$ cat config.mk
export PLATFORM = sky130hd
export DESIGN_NAME = risc_cunit
export DESIGN_NICKNAME = d
export VERILOG_FILES = /design/src/rtl/risc_cunit.sv
export SDC_FILE = /design/constraint.sdc
export NUM_CORES = 1
export LEC_CHECK = 0
export CORE_MARGIN = 2
export CORE_UTILIZATION = 45
export CTS_CLUSTER_SIZE = 24
export DETAILED_ROUTE_END_ITERATION = 10
export GPL_TIMING_DRIVEN = 0
export PLACE_DENSITY = 0.8
export SETUP_SLACK_MARGIN = 0.4
export SKIP_LAST_GASP = 1
export SYNTH_ARGS = -nofsm -noshare
export SYNTH_HDL_FRONTEND = slang
export SYNTH_SLANG_ARGS = --single-unit
$ cat constraint.sdc
create_clock -name clk -period 2.4 [get_ports clk]
set_input_delay 0.48 -clock clk [delete_from_list [all_inputs] [get_ports clk]]
set_output_delay 0.48 -clock clk [all_outputs]
set_load 0.1 [all_outputs]
$ cat src/rtl/risc_cunit.sv
// Control unit for the small RISC core: sequences fetch/decode/execute/writeback and
// drives the ALU and register file. Define RISC_CUNIT_ILLEGAL_TRAP_EN to trap opcode 14.
module risc_cunit (
   input  logic        clk,
   input  logic        rst_n,
   input  logic [12:0] ir,
   output logic        ir_ld,
   output logic        pc_inc,
   output logic [3:0]  alu_op,
   output logic [2:0]  rd_addr,
   output logic [2:0]  rs1_addr,
   output logic [2:0]  rs2_addr,
   output logic        alu_en,
   output logic        rf_we,
   output logic [2:0]  state,
   output logic        halted,
   output logic        illegal,
   output logic [7:0]  retired
);

   typedef enum logic [2:0] {
      S_IDLE      = 3'd0,
      S_FETCH     = 3'd1,
      S_DECODE    = 3'd2,
      S_EXECUTE   = 3'd3,
      S_WRITEBACK = 3'd4,
      S_HALT      = 3'd5
   } state_t;

   localparam logic [3:0] OP_NOP     = 4'd0;
   localparam logic [3:0] OP_ILLEGAL = 4'd14;
   localparam logic [3:0] OP_HALT    = 4'd15;

   // Opcodes 6..13 take a single source operand, so rs2 is forced to 0.
   function automatic logic is_unary(input logic [3:0] op);
      is_unary = (op >= 4'd6) && (op <= 4'd13);
   endfunction

   state_t      state_r;
   state_t      state_next_s;
   logic [3:0]  opcode_s;
   logic        leave_decode_s;
   logic        retire_s;
   logic        ir_ld_r;
   logic        pc_inc_r;
   logic        alu_en_r;
   logic        rf_we_r;
   logic        halted_r;
   logic [3:0]  alu_op_r;
   logic [2:0]  rd_addr_r;
   logic [2:0]  rs1_addr_r;
   logic [2:0]  rs2_addr_r;
   logic [7:0]  retired_r;
`ifdef RISC_CUNIT_ILLEGAL_TRAP_EN
   logic        trap_s;
   logic        illegal_r;
`endif

   assign opcode_s = ir[12:9];

   // Next-state decode and per-edge retire/trap qualifiers.
   always_comb begin
      state_next_s   = S_IDLE;
      leave_decode_s = 1'b0;
      retire_s       = 1'b0;
`ifdef RISC_CUNIT_ILLEGAL_TRAP_EN
      trap_s         = 1'b0;
`endif
      case (state_r)
         S_IDLE:      state_next_s = S_FETCH;
         S_FETCH:     state_next_s = S_DECODE;
         S_DECODE: begin
            leave_decode_s = 1'b1;
            if (opcode_s == OP_NOP) begin
               state_next_s = S_FETCH;
               retire_s     = 1'b1;
            end else if (opcode_s == OP_HALT) begin
               state_next_s = S_HALT;
            end else if (opcode_s == OP_ILLEGAL) begin
`ifdef RISC_CUNIT_ILLEGAL_TRAP_EN
               state_next_s = S_HALT;
               trap_s       = 1'b1;
`else
               state_next_s = S_FETCH;
               retire_s     = 1'b1;
`endif
            end else begin
               state_next_s = S_EXECUTE;
            end
         end
         S_EXECUTE:   state_next_s = S_WRITEBACK;
         S_WRITEBACK: begin
            state_next_s = S_FETCH;
            retire_s     = 1'b1;
         end
         S_HALT:      state_next_s = S_HALT;
         default:     state_next_s = S_IDLE;
      endcase
   end

   // State register.
   always_ff @(posedge clk or negedge rst_n) begin
      if (!rst_n) begin
         state_r <= S_IDLE;
      end else begin
         state_r <= state_next_s;
      end
   end

   // Strobes are registered from the next state so each is high exactly while in its state.
   always_ff @(posedge clk or negedge rst_n) begin
      if (!rst_n) begin
         ir_ld_r  <= 1'b0;
         pc_inc_r <= 1'b0;
         alu_en_r <= 1'b0;
         rf_we_r  <= 1'b0;
         halted_r <= 1'b0;
      end else begin
         ir_ld_r  <= (state_next_s == S_FETCH);
         pc_inc_r <= (state_next_s == S_FETCH);
         alu_en_r <= (state_next_s == S_EXECUTE);
         rf_we_r  <= (state_next_s == S_WRITEBACK);
         halted_r <= (state_next_s == S_HALT);
      end
   end

   // Instruction fields are captured only on the DECODE exit edge and held until the next one.
   always_ff @(posedge clk or negedge rst_n) begin
      if (!rst_n) begin
         alu_op_r   <= 4'd0;
         rd_addr_r  <= 3'd0;
         rs1_addr_r <= 3'd0;
         rs2_addr_r <= 3'd0;
      end else if (leave_decode_s) begin
         alu_op_r   <= opcode_s;
         rd_addr_r  <= ir[8:6];
         rs1_addr_r <= ir[5:3];
         rs2_addr_r <= is_unary(opcode_s) ? 3'd0 : ir[2:0];
      end else begin
         alu_op_r   <= alu_op_r;
         rd_addr_r  <= rd_addr_r;
         rs1_addr_r <= rs1_addr_r;
         rs2_addr_r <= rs2_addr_r;
      end
   end

   // Retired-instruction counter; wraps naturally at 8 bits.
   always_ff @(posedge clk or negedge rst_n) begin
      if (!rst_n) begin
         retired_r <= 8'd0;
      end else if (retire_s) begin
         retired_r <= retired_r + 8'd1;
      end else begin
         retired_r <= retired_r;
      end
   end

`ifdef RISC_CUNIT_ILLEGAL_TRAP_EN
   // Sticky illegal-opcode flag, cleared only by reset.
   always_ff @(posedge clk or negedge rst_n) begin
      if (!rst_n) begin
         illegal_r <= 1'b0;
      end else begin
         illegal_r <= illegal_r | trap_s;
      end
   end
   assign illegal = illegal_r;
`else
   assign illegal = 1'b0;
`endif

   assign state    = state_r;
   assign ir_ld    = ir_ld_r;
   assign pc_inc   = pc_inc_r;
   assign alu_en   = alu_en_r;
   assign rf_we    = rf_we_r;
   assign halted   = halted_r;
   assign alu_op   = alu_op_r;
   assign rd_addr  = rd_addr_r;
   assign rs1_addr = rs1_addr_r;
   assign rs2_addr = rs2_addr_r;
   assign retired  = retired_r;

endmodule

==> impl_metrics.tcl <==
set metrics [dict create \
    status "finished, final reports clean" \
    drive_above_1_share_pct 38.8 \
    setup_viol 0 \
    htree_levels 1 \
    critPathTopFamily "buffers and inverters" \
    critPathArrivalTime_ns 1.46 \
    wl_per_cell_um 12.8 \
    floorplan.initialDensity_pct 46.4 \
    gp_congestion 0.812 \
    syn_area_um2 1260 \
    rsz0062_at_grt "false" \
    max_cap_viol_count 0 \
    dieArea_um2 3230 \
    dp.cells 175 \
    antenna_found_initial 0 \
    rows 19 \
    ys_types 31 \
    clkSinkCount 28 \
    firstDrtPassIters 3 \
    gr-total-overflow 0 \
    ant_nets 0 \
    cts.path.max_buffers 2 \
    cp.required_ns 1.92 \
    critPathSlowestCell "clkdlybuf4s15_1" \
    yosys_warnings 0 \
    grt_pass1_wl_um 4080 \
    skew_ns 0.00805 \
    fin_crit_sh_pct 80.6 \
    critical_path.max_stage_delay_ns 0.81 \
    pre_cts_ws_ns 0.223 \
    layout.cells.non_filler 178 \
    io_buffers 43 \
    r2r-end "alu_op[1]" \
    slew_headroom_pct 37.4 \
    setup_ws_ns 0.464 \
    period_needed_ns 1.94 \
    wl_um 2280 \
    setup_tns_ns 0 \
    cts_root_buffer "clkbuf_4" \
    tightest_slew_ns 0.942 \
    final_max_slew_viol_count 0 \
    cp_max_fo 1 \
    clk_pin_slew_ns 0.14 \
    cts_made_buffers 3 \
    global_route.usage.total_pct 15.9 \
    drt_iter0_markers 9 \
    final_net_count 165 \
    core_um2 2710 \
    die_w_um 56.9 \
    r2r_setup_slack_ns 0.61 \
    ios 45 \
    netlist_instances 101 \
    cts_tree "built" \
    grt_pass1_vias 914 \
    cp_cell_sequence "clkdlybuf4s15_1" \
    dieHeight_um 56.9 \
    seq_area_um2 703 \
    dp_hpwl_um 1740 \
    r2r-start "state[2]" \
    end_kind "primary output" \
    clock_latency_ns 0.31 \
    remaining_drc_errors 0 \
    viasPerCell 4.92 \
    grt_max_degree 29 \
    max_freq_mhz 517 \
    avgSynthCellArea_um2 12.5 \
    cp_num_buf_inv 1 \
    multi_input_area_um2 500 \
    fillCellCount 231 \
    worstRegToRegCells 5 \
    vias 875 \
    critPathKind "reg -> out" \
    yosysSeqAreaShare_pct 55.7 \
    n_antenna_cell 0 \
    finalHoldViolCount 0 \
    hp-class "in -> async" \
    post-cts-setup-buffers 0 \
    syn-num-nets 117 \
    areaGrowthSynthToFinish_pct 37.2 \
    ys_ff_latch 28 \
    cp-start-kind "register" \
]
[cell usage in the layout, fill, tap and decap left out, types with 2 or more instances in the layout]
| cell type | instances |
|---|---|
| xnor2_1 | 3 |
| clkbuf_2 | 9 |
| nand3_1 | 4 |
| dfrtp_1 | 26 |
| inv_1 | 6 |
| o22ai_1 | 3 |
| xor2_1 | 5 |
| mux2_2 | 10 |
| buf_4 | 4 |
| clkdlybuf4s50_1 | 13 |
| nor2_1 | 8 |
| nor3_2 | 2 |
| and2_1 | 2 |
| nand2_1 | 7 |
| dfrtp_2 | 2 |
| clkbuf_4 | 3 |
| clkdlybuf4s15_2 | 19 |
[flip-flops by register name (all words and copies together) (netlist names), 3 cells and up]
name	count
alu_op	4
rd_addr	3
retired	8
rs2_addr	3
state	3
rs1_addr	3
[per-stage QoR]
step | hold WS [ns] | area (µm²) | utilization [%]
after detailed placement | 0.471 | 1730 | 63.8
after global placement | 0.455 | 1730 | 63.8
after CTS | 0.493 | 1770 | 65.3
final | 0.157 | 1730 | 63.7
after global routing | 0.190 | 1730 | 63.7
after floorplan | 0.184 | 1260 | -
[final cells by class]
cell class	instances	share of cell area [%]
clock buffer	3	1.31
timing repair buffer	43	23.4
buffer	5	1.96
tap	31	2.25
sequential	28	40.8
multi-input combinational	62	29.0
inverter	6	1.31
[layer usage]
metal  global-route usage [%]  up-vias  share of wire (%)  wire length, µm
li1                         -      432                  -                -
met1                     20.4      419                 44             1010
met2                     27.2       22                 49             1120
met3                     3.69        2                5.8              132
met4                     3.99        0               0.53               12
met5                        0        -                  0                0
[worst max-delay path by stage]
stage | depth (start not counted) | end | start
after global placement | 4 | retired[1] | ir[9]
after floorplan | 4 | alu_op[0] | state[0]
after CTS | 1 | state[1] | state[1]
after detailed placement | 4 | retired[1] | ir[12]
final | 1 | alu_en | alu_en
after global routing | 1 | alu_en | alu_en
[timing repair]
action | in CTS | in global routing
setup endpoints to repair | 29 | 10
hold buffers | 0 | 0
hold endpoints to repair | 0 | 0
resized for setup | 73 | 13
pin swaps | 0 | 0
[cells in the mapped netlist, drive strengths merged]
library cell   n  area (µm²)
and2           2        12.5
nor2           9        36.3
clkbuf         1        3.75
nand4          1        6.26
nor4           2        27.5
nor3           2        20.0
a21oi          1        5.00
o21ai          1        5.00
o31a           1        8.76
mux2          11         128
xnor2          3        26.3
and3           1        6.26
and4b          1        13.8
xor2           6        60.1
nand3          4        20.0
nand2b         2        20.0
dfrtp         28         701
conb           1        3.75
ha             1        12.5
o311ai         1        26.3
buf            4        30.0
nand2          7        26.3
o22ai          3        18.8
mux2i          1        10.0
inv            6        22.5
nand3b         1        7.51
[cell families (layout without fill, tap and decap cells)]
logic type	after synthesis	in the layout	share of synthesized area, %
AOI/OAI and AO/OA	7	7	5.07
xor gates and xnor gates	9	9	6.87
adders and majority gates	1	1	0.995
buffers and inverters	11	57	4.48
DFF	28	28	55.7
muxes	12	12	10.9
other	1	1	0.298
and+or+nand+nor	32	32	15.6
Power is not shown: default switching activity piles up to over one toggle a cycle in this logic, so the estimate is an artifact.
